File: config.mk
export PLATFORM = sky130hd
export DESIGN_NAME = key_reader_flat
export DESIGN_NICKNAME = d
export VERILOG_FILES = /design/src/rtl/key_reader_pkg.sv /design/src/rtl/key_reader_if.sv /design/src/rtl/key_reader_sec_timebase.sv /design/src/rtl/key_reader.sv /design/src/flat_wrapper.sv
export SDC_FILE = /design/constraint.sdc
export NUM_CORES = 1
export LEC_CHECK = 0
export BUFFER_PORTS_ARGS = -buffer_cell sky130_fd_sc_hd__buf_2
export CAP_MARGIN = 10
export CORE_ASPECT_RATIO = 0.6
export CORE_UTILIZATION = 30
export CTS_CLUSTER_DIAMETER = 60
export CTS_CLUSTER_SIZE = 30
export DETAILED_ROUTE_END_ITERATION = 6
export GPL_TIMING_DRIVEN = 0
export PLACE_DENSITY = 0.55
export RECOVER_POWER = 50
export SYNTH_ARGS = -nofsm -noshare
export SYNTH_HDL_FRONTEND = slang
export SYNTH_SLANG_ARGS = --single-unit
File: constraint.sdc
create_clock -name CLOCK_50 -period 2.2 [get_ports CLOCK_50]
set_clock_uncertainty 0.2 [all_clocks]
set_input_delay 0.33 -clock CLOCK_50 [delete_from_list [all_inputs] [get_ports CLOCK_50]]
set_output_delay 0.33 -clock CLOCK_50 [all_outputs]
set_load 0.1 [all_outputs]
File: src/rtl/key_reader_pkg.sv
// key_reader_pkg: shared types and default constants for the key reader
// and its seconds timebase.
package key_reader_pkg;

    // Debounce FSM states: released, confirming a press, held, confirming a release.
    typedef enum logic [1:0] {
        IDLE         = 2'd0,
        PRESS_WAIT   = 2'd1,
        HELD         = 2'd2,
        RELEASE_WAIT = 2'd3
    } kr_state_e;

    // Board defaults for a 50 MHz clock and a 20 ms debounce window.
    localparam int CLK_HZ_DEF   = 50000000;
    localparam int DEBOUNCE_DEF = 1000000;

endpackage

File: src/rtl/key_reader_if.sv
// key_reader_if: button input and the debounced event/duration outputs.
// slave is the key_reader side, master is the consuming user logic
// (which also stands in for the board pin in simulation).
interface key_reader_if #(
    parameter int DUR_W = 8
);
    logic             btn_n;
    logic             pressed;
    logic             press_pulse;
    logic             release_pulse;
    logic [DUR_W-1:0] hold_secs;
    logic [DUR_W-1:0] last_hold;

    modport slave (
        input  btn_n,
        output pressed,
        output press_pulse,
        output release_pulse,
        output hold_secs,
        output last_hold
    );

    modport master (
        output btn_n,
        input  pressed,
        input  press_pulse,
        input  release_pulse,
        input  hold_secs,
        input  last_hold
    );
endinterface

File: src/rtl/key_reader_sec_timebase.sv
// sec_timebase: counts 0..CLK_HZ-1 while enabled and emits a one-cycle
// tick on the wrap cycle. clear holds the counter at zero and wins over
// enable, so the first tick after a clear comes a full period later.
module sec_timebase
    import key_reader_pkg::*;
#(
    parameter int CLK_HZ = CLK_HZ_DEF
) (
    input  logic clk,
    input  logic rst_n,
    input  logic clear,
    input  logic enable,
    output logic tick
);

    localparam int               CNT_W    = $clog2(CLK_HZ);
    localparam logic [CNT_W-1:0] CNT_LAST = CNT_W'(CLK_HZ - 1);

    logic [CNT_W-1:0] cnt;

    assign tick = enable && !clear && (cnt == CNT_LAST);

    // Period counter: cleared on request, otherwise advances and wraps while enabled.
    always_ff @(posedge clk or negedge rst_n) begin
        if (!rst_n) begin
            cnt <= '0;
        end else if (clear) begin
            cnt <= '0;
        end else if (enable) begin
            if (cnt == CNT_LAST) begin
                cnt <= '0;
            end else begin
                cnt <= cnt + 1'b1;
            end
        end
    end

endmodule

File: src/rtl/key_reader.sv
// key_reader: synchronizes and debounces an active-low push-button,
// emits one-cycle press/release strobes and measures the hold time in
// whole seconds (saturating).
// Optional feature: define KEY_READER_AUTOREPEAT_EN to also strobe
// press_pulse on every seconds tick while the button stays pressed.
module key_reader
    import key_reader_pkg::*;
#(
    parameter int CLK_HZ          = CLK_HZ_DEF,
    parameter int DEBOUNCE_CYCLES = DEBOUNCE_DEF,
    parameter int DUR_W           = 8
) (
    input  logic          CLOCK_50,
    input  logic          KEY,
    key_reader_if.slave   kr
);

    // The FSM's own entry sample counts as the first stable one, so the
    // counter stops one short of DEBOUNCE_CYCLES-1 when it commits.
    localparam int               DEB_W    = $clog2(DEBOUNCE_CYCLES);
    localparam logic [DEB_W-1:0] DEB_LAST = DEB_W'(DEBOUNCE_CYCLES - 2);

    logic             btn_sync_p0;
    logic             btn_sync_p1;
    logic             s;
    kr_state_e        state_q, state_d;
    logic [DEB_W-1:0] cnt_q, cnt_d;
    logic             press_q, press_d;
    logic             release_q, release_d;
    logic [DUR_W-1:0] hold_q, hold_d;
    logic [DUR_W-1:0] last_q, last_d;
    logic             pressed;
    logic             tick;

    function automatic logic [DUR_W-1:0] sat_inc(input logic [DUR_W-1:0] v);
        return (&v) ? v : v + 1'b1;
    endfunction

    assign s       = btn_sync_p1;
    assign pressed = (state_q == HELD) || (state_q == RELEASE_WAIT);

    // Two-flop synchronizer for the asynchronous button; resets to released.
    always_ff @(posedge CLOCK_50 or negedge KEY) begin
        if (!KEY) begin
            btn_sync_p0 <= 1'b1;
            btn_sync_p1 <= 1'b1;
        end else begin
            btn_sync_p0 <= kr.btn_n;
            btn_sync_p1 <= btn_sync_p0;
        end
    end

    sec_timebase #(
        .CLK_HZ (CLK_HZ)
    ) u_timebase (
        .clk    (CLOCK_50),
        .rst_n  (KEY),
        .clear  (!pressed),
        .enable (pressed),
        .tick   (tick)
    );

    // FSM, debounce counter, strobes and duration registers.
    always_ff @(posedge CLOCK_50 or negedge KEY) begin
        if (!KEY) begin
            state_q   <= IDLE;
            cnt_q     <= '0;
            press_q   <= 1'b0;
            release_q <= 1'b0;
            hold_q    <= '0;
            last_q    <= '0;
        end else begin
            state_q   <= state_d;
            cnt_q     <= cnt_d;
            press_q   <= press_d;
            release_q <= release_d;
            hold_q    <= hold_d;
            last_q    <= last_d;
        end
    end

    // Next-state logic; a tick on the release-commit cycle is folded into last_hold.
    always_comb begin
        state_d   = state_q;
        cnt_d     = cnt_q;
        press_d   = 1'b0;
        release_d = 1'b0;
        hold_d    = hold_q;
        last_d    = last_q;

        if (tick) begin
            hold_d = sat_inc(hold_q);
        end

        case (state_q)
            IDLE: begin
                if (!s) begin
                    state_d = PRESS_WAIT;
                    cnt_d   = '0;
                end
            end
            PRESS_WAIT: begin
                if (s) begin
                    state_d = IDLE;
                end else if (cnt_q == DEB_LAST) begin
                    state_d = HELD;
                    press_d = 1'b1;
                    hold_d  = '0;
                    cnt_d   = '0;
                end else begin
                    cnt_d = cnt_q + 1'b1;
                end
            end
            HELD: begin
                if (s) begin
                    state_d = RELEASE_WAIT;
                    cnt_d   = '0;
                end
            end
            RELEASE_WAIT: begin
                if (!s) begin
                    state_d = HELD;
                end else if (cnt_q == DEB_LAST) begin
                    state_d   = IDLE;
                    release_d = 1'b1;
                    last_d    = hold_d;
                    cnt_d     = '0;
                end else begin
                    cnt_d = cnt_q + 1'b1;
                end
            end
            default: begin
                state_d = IDLE;
                cnt_d   = '0;
            end
        endcase

`ifdef KEY_READER_AUTOREPEAT_EN
        // Typematic repeat, suppressed on the release strobe so the two never overlap.
        if (tick && !release_d) begin
            press_d = 1'b1;
        end
`endif
    end

    assign kr.pressed       = pressed;
    assign kr.press_pulse   = press_q;
    assign kr.release_pulse = release_q;
    assign kr.hold_secs     = hold_q;
    assign kr.last_hold     = last_q;

endmodule
File: src/flat_wrapper.sv
// flat-port wrapper written by rule: the top's interface ports become plain ports
module key_reader_flat import key_reader_pkg::*;
#(
    parameter int CLK_HZ          = CLK_HZ_DEF,
    parameter int DEBOUNCE_CYCLES = DEBOUNCE_DEF,
    parameter int DUR_W           = 8
)
  (CLOCK_50, KEY, kr_btn_n, kr_pressed, kr_press_pulse, kr_release_pulse, kr_hold_secs, kr_last_hold);
  key_reader_if #(.DUR_W(DUR_W)) kr_i ();
  input  logic CLOCK_50;
  input  logic KEY;
  input wire logic [$bits(kr_i.btn_n)-1:0] kr_btn_n;
  output wire logic [$bits(kr_i.pressed)-1:0] kr_pressed;
  output wire logic [$bits(kr_i.press_pulse)-1:0] kr_press_pulse;
  output wire logic [$bits(kr_i.release_pulse)-1:0] kr_release_pulse;
  output wire logic [$bits(kr_i.hold_secs)-1:0] kr_hold_secs;
  output wire logic [$bits(kr_i.last_hold)-1:0] kr_last_hold;
  assign kr_i.btn_n = kr_btn_n;
  assign kr_pressed = kr_i.pressed;
  assign kr_press_pulse = kr_i.press_pulse;
  assign kr_release_pulse = kr_i.release_pulse;
  assign kr_hold_secs = kr_i.hold_secs;
  assign kr_last_hold = kr_i.last_hold;
  key_reader #(.CLK_HZ(CLK_HZ), .DEBOUNCE_CYCLES(DEBOUNCE_CYCLES), .DUR_W(DUR_W)) u_core (.CLOCK_50(CLOCK_50), .KEY(KEY), .kr(kr_i));
endmodule
Yosys cells after proc, flatten, opt, wreduce, memory -nomap -nowiden
Cells that the tools add are included.
{"block": "totals", "register_bits": 68}
{"block": "classes", "addsub": 3, "mux": 25, "reduce_logical": 7, "eq_ne": 11}
{"cell": "20-bit 2-to-1 mux", "count": 5}
{"cell": "20-bit case mux with 4 select lines", "count": 1}
{"cell": "26-bit 2-to-1 mux", "count": 2}
{"cell": "8-bit 2-to-1 mux", "count": 5}
{"cell": "26-bit by 1-bit adder with 26-bit output, second input constant", "count": 1}
{"cell": "26-bit == test, second input constant", "count": 1}
{"cell": "20-bit by 1-bit adder with 20-bit output, second input constant", "count": 1}
{"cell": "20-bit == test, second input constant", "count": 1}
{"cell": "2-bit 2-to-1 mux", "count": 6}
{"cell": "8-bit by 1-bit adder with 8-bit output, second input constant", "count": 1}
{"cell": "2-bit case mux with 4 select lines", "count": 1}
{"cell": "4-bit AND reduction", "count": 2}
{"cell": "8-bit AND reduction", "count": 1}
{"cell": "1-bit 2-to-1 mux", "count": 5}
{"cell": "2-bit == test, second input constant", "count": 2}
{"cell": "2-bit by 1-bit != test with 1-bit output, second input constant", "count": 2}
{"cell": "2-bit != test, second input constant", "count": 2}
{"cell": "3-bit by 1-bit != test with 1-bit output, second input constant", "count": 1}
{"cell": "3-bit != test, second input constant", "count": 1}
{"cell": "3-bit AND reduction", "count": 1}
{"cell": "2-bit by 1-bit == test with 1-bit output, second input constant", "count": 1}
{"cell": "2-bit logical NOT", "count": 1}
{"cell": "1-bit logical AND", "count": 1}
{"cell": "1-bit logical OR", "count": 1}

Depth between registers and ports, before layout
{"block": "depth", "word_depth": 7, "ltp_mapped": 8}

Hierarchy
From an unflattened synthesis, not the netlist that was laid out.
{"block": "hier_totals", "hier_cells": 417, "hier_area_um2": 3847.4}
{"module": "key_reader", "cells_per_inst": 222, "seq_area_each_um2": 1053.5, "instances": 1, "area_per_inst_um2": 2179.6}
{"module": "sec_timebase", "cells_per_inst": 195, "seq_area_each_um2": 650.6, "instances": 1, "area_per_inst_um2": 1667.8}

Least setup slack after synthesis
OpenSTA, ideal clock, no wires.
{"block": "synth_path", "kind": "reg2reg", "from": "register u_core.hold_q[0], in the netlist u_core.kr.hold_secs[0]", "to": "register u_core.last_q[1], in the netlist u_core.kr.last_hold[1]", "arrival_ns": 2.269, "stages_incl_launch_ff": 7, "setup_slack_ns": -0.401, "path_buffers": 0, "period_less_slack_ns": 2.601, "cell_sequence": "dfrtp_1 ha_1 nand3_1 or3_1 nand2_1 mux2i_1 mux2i_1"}
{"block": "synth_via", "elab_chain_len": 3}
{"item": "start, declared", "line": "key_reader.sv:30", "rtl": "logic [DUR_W-1:0] hold_q, hold_d;"}
{"item": "start signal, assigned", "line": "key_reader.sv:77", "rtl": "hold_q <= hold_d;"}
{"item": "8-bit by 1-bit adder with 8-bit output or 8-bit AND reduction (tied branches)", "line": "key_reader.sv:36", "rtl": "return (&v) ? v : v + 1'b1;"}
{"item": "8-bit 2-to-1 mux (*)", "line": "key_reader.sv:36"}
{"item": "8-bit 2-to-1 mux (*)", "line": "key_reader.sv:91", "rtl": "if (tick) begin"}
{"item": "end signal, assigned", "line": "key_reader.sv:78", "rtl": "last_q <= last_d;"}
{"item": "end, declared", "line": "key_reader.sv:31", "rtl": "logic [DUR_W-1:0] last_q, last_d;"}
Every way passes the cells marked *; elsewhere a longest branch is shown, timed or not.
A chain may end at the register's enable or synchronous reset.

Final worst setup path
{"block": "layout_path", "from": "register u_core.cnt_q[10]", "to": "register u_core.cnt_q[10]"}
{"block": "layout_via", "elab_chain_len": 4}
{"item": "start, declared", "line": "key_reader.sv:27", "rtl": "logic [DEB_W-1:0] cnt_q, cnt_d;"}
{"item": "start signal, assigned", "line": "key_reader.sv:74", "rtl": "cnt_q <= cnt_d;"}
{"item": "20-bit by 1-bit adder with 20-bit output or 20-bit == test (tied branches)"}
{"item": "20-bit 2-to-1 mux (*)", "line": "key_reader.sv:105, key_reader.sv:123"}
{"item": "20-bit 2-to-1 mux, on equally long branches", "line": "key_reader.sv:121, key_reader.sv:103"}
{"item": "20-bit case mux with 4 select lines (*)", "line": "key_reader.sv:95", "rtl": "case (state_q)"}
Every way passes the cells marked *; elsewhere a longest branch is shown, timed or not. The select of a mux whose other input is x is not followed.

==> run_results.csv <==
group,metric,value,unit
status,status,"completed",
place,dp.cells,500,
synth,synth_top_cells_by_area,"dfrtp_1, xor2_1, nor2_1",
synth,synth_edf_count,0,
drt,drc,0,
die,die-width,137,um
cells_and_area,nFillCells,1058,
synth,synth_nets,347,
timing,min_period,2160,ps
critical_path,worst_setup_path_start_kind,"flip-flop",
synth,synth.distinct_cells,39,
place,dpl.hpwl,5020,um
place,port-buffer-count,21,
power,p_total,2.63,mW
cts,clock_latency,330,ps
critical_path,timing.rr.start,"u_core.cnt_q[10]",
global_routing,antenna_found_initial,0,
timing,period_share,0.980,
drt,firstDrtPassIters,5,
timing,rsz0062_at_grt,"yes",
synth,async_flop_share,1.00,
drt,wirelength,7510,um
global_routing,grt-ovfl-total,0,
timing,tightestPinTransition,923,ps
power,powerDensity,635,nW/um^2
drt,drtIter0Drc,138,
critical_path,crit_required,2190,ps
critical_path,crit_arrival,2150,ps
job,drv_cap,0,
critical_path,endpoint,"u_core.cnt_q[10]",
drt,ant_nets,0,
synth,postSynthCellCount,340,
timing,setup_violations,0,
synth,syn-cell-area,3290,sq um
worst_hold_path,hold_depth,0,
global_routing,grt_pass1_wl,12500,um
cells_and_area,final_cell_mix,"dfrtp_1, nor2_1, nand2_1",
cells_and_area,nNetsFinal,398,
cts,root_buffer,"clkbuf_16",
timing,slew_headroom,0.385,
synth,ys_warn_count,0,
cts,cts_made_buffers,9,
die,die_area,11400,sq um
timing,max_freq,0.464,GHz
place,dpl-instance-area,3590,sq um
drt,routedWlPerCell,14.0,um
timing,maxSlewViolCount,0,
worst_hold_path,hold_class,"flip-flop to flip-flop",
power,vdd_ir_drop_max,0.000474,V
die,rows,29,
global_routing,grt_max_degree,69,
synth,ys_seq_area_frac,0.517,
power,leakage,1.82,nW
critical_path,worstSetupStartpoint,"u_core.cnt_q[10]",
drt,route.vias.total,2588,
synth,ys.flop_type,"dfrtp_1",
critical_path,reg2reg_slack,40,ps
timing,hold_ws,157,ps
cts,clk_pin_slew,50,ps
place,gp_congestion,0.790,
cells_and_area,antenna_cells,0,
critical_path,worstPathMaxFanout,6,
critical_path,critPathCaptureType,"flip-flop",
critical_path,reg2regPathDepth,7,
cts,cts.sinks,68,
critical_path,path_class,"flip-flop to flip-flop",
cts,cts_tree,"built",
die,boundaryPins,22,
synth,yosysTopAreaCell,"dfrtp_1",
die,core-area,10600,sq um
die,die_h,83.2,um
cells_and_area,final_area,4150,sq um
synth,synth_top_area_frac,0.502,
synth,avgSynthCellArea,9.69,sq um
cts,h-tree-depth,3,
timing,timing_hold_violations_final,0,
die,start_util,0.310,
cells_and_area,drive_gt1_frac,0.240,
cells_and_area,final_cells,535,
global_routing,grt_pass1_vias,2459,
cells_and_area,final_common_cell,"dfrtp_1",
cts,clockBufferDepth,2,
global_routing,grt_use_total,0.143,
synth,synth_seq_cells,68,
drt,via_per_inst,4.84,
cells_and_area,area_growth,26.0,%
critical_path,r2r-end,"u_core.cnt_q[10]",
## registers in the layout, indices dropped and copies added (netlist names), named ones only
signal                   cells
u_core.kr.press_pulse        1
u_core.u_timebase.cnt       26
u_core.kr.last_hold          8
u_core.kr.hold_secs          8
u_core.btn_sync_p1           1
u_core.cnt_q                20
u_core.kr.release_pulse      1
u_core.state_q               1
u_core.btn_sync_p0           1
## power by group
part	internal [mW]	switching (mW)
sequential	1.26	0.0148
combinational	0.0204	0.0454
clock	0.791	0.501
## logic make-up (layout without fill, tap and decap cells)
| family | count (synthesis) | count (layout) | synth area share |
|---|---|---|---|
| adder cells (fa/ha/maj) | 4 | 4 | 0.0152 |
| XOR/XNOR | 40 | 40 | 0.109 |
| AO/OA/AOI/OAI | 31 | 31 | 0.0543 |
| buffers and inverters | 16 | 72 | 0.0213 |
| multiplexers | 4 | 4 | 0.0122 |
| AND/OR/NAND/NOR | 177 | 177 | 0.271 |
| flip-flops | 68 | 68 | 0.517 |
## cell type report
| class | count | area, sq um | share of cell area |
|---|---|---|---|
| Tap cell | 139 | 174 | 0.0419 |
| Sequential cell | 68 | 1720 | 0.414 |
| Buffer | 10 | 65.1 | 0.0157 |
| Clock buffer | 14 | 254 | 0.0612 |
| Inverter | 5 | 18.8 | 0.00452 |
| Clock inverter | 2 | 10.0 | 0.00241 |
| Timing Repair Buffer | 41 | 277 | 0.0666 |
| Multi-Input combinational cell | 256 | 1640 | 0.394 |
## worst min path at each step
stage          slack [ps]                         end          startpoint
2_1_floorplan        -170  asynchronous set/reset pin                 KEY
3_3_place_gp          150          u_core.btn_sync_p1  u_core.btn_sync_p0
3_5_place_dp          150          u_core.btn_sync_p1  u_core.btn_sync_p0
4_1_cts               160          u_core.btn_sync_p1  u_core.btn_sync_p0
5_1_grt               160          u_core.btn_sync_p1  u_core.btn_sync_p0
6_report              160          u_core.btn_sync_p1  u_core.btn_sync_p0
## per-stage QoR
step           utilization  setup WS, ps  setup TNS (ps)
4_1_cts              0.376         -1.13           -1.13
3_3_place_gp         0.337          -299           -8570
3_5_place_dp         0.337          -327           -9560
6_report             0.390          43.5               0
5_1_grt              0.390         -93.7            -855
2_1_floorplan            -          26.9               0
## cells in the mapped netlist (2+ instances only)
| cell | n |
|---|---|
| dfrtp_1 | 66 |
| nor2_1 | 54 |
| nand2_1 | 42 |
| xor2_1 | 31 |
| nand3_1 | 21 |
| nand4_1 | 17 |
| o21ai_0 | 10 |
| and3_1 | 8 |
| o21ai_1 | 8 |
| xnor2_1 | 8 |
| a21oi_1 | 6 |
| clkbuf_1 | 5 |
| inv_1 | 5 |
| or3_1 | 5 |
| and4_1 | 4 |
| buf_2 | 4 |
| ha_1 | 4 |
| mux2i_1 | 4 |
| nor4_1 | 4 |
| o31ai_1 | 4 |
| and2_1 | 3 |
| nor3_1 | 3 |
| dfstp_2 | 2 |
| nand2b_1 | 2 |
| nand4b_1 | 2 |
| nor2_2 | 2 |
| nor2b_1 | 2 |
| nor3_4 | 2 |
| nor3b_1 | 2 |
## timing repair
action / CTS / global route
hold buffers: 2 / 0
resized for setup: 12 / 24
gates cloned: 0 / 1
setup buffers: 9 / 8
endpoints found under the setup margin: 50 / 52
pin swaps: 9 / 7
hold endpoints to repair: 67 / 0
## layer usage
layer,part of all wire,vias to the layer above,global-route usage
met3,0.042,5,0.0397
met4,0.0091,0,0.0569
met2,0.41,55,0.183
met1,0.54,1260,0.222
li1,-,1268,-
met5,0,-,0
## worst max-delay path, stage by stage, from the launching register on
cell and delay, ps:
dfrtp_1 390, nand2b_4 140, or4_4 450, buf_4 160, o31ai_4 330, a21oi_1 70, o21ai_0 170, o31ai_1 100
No activity file was read; power rests on OpenSTA's default activity.
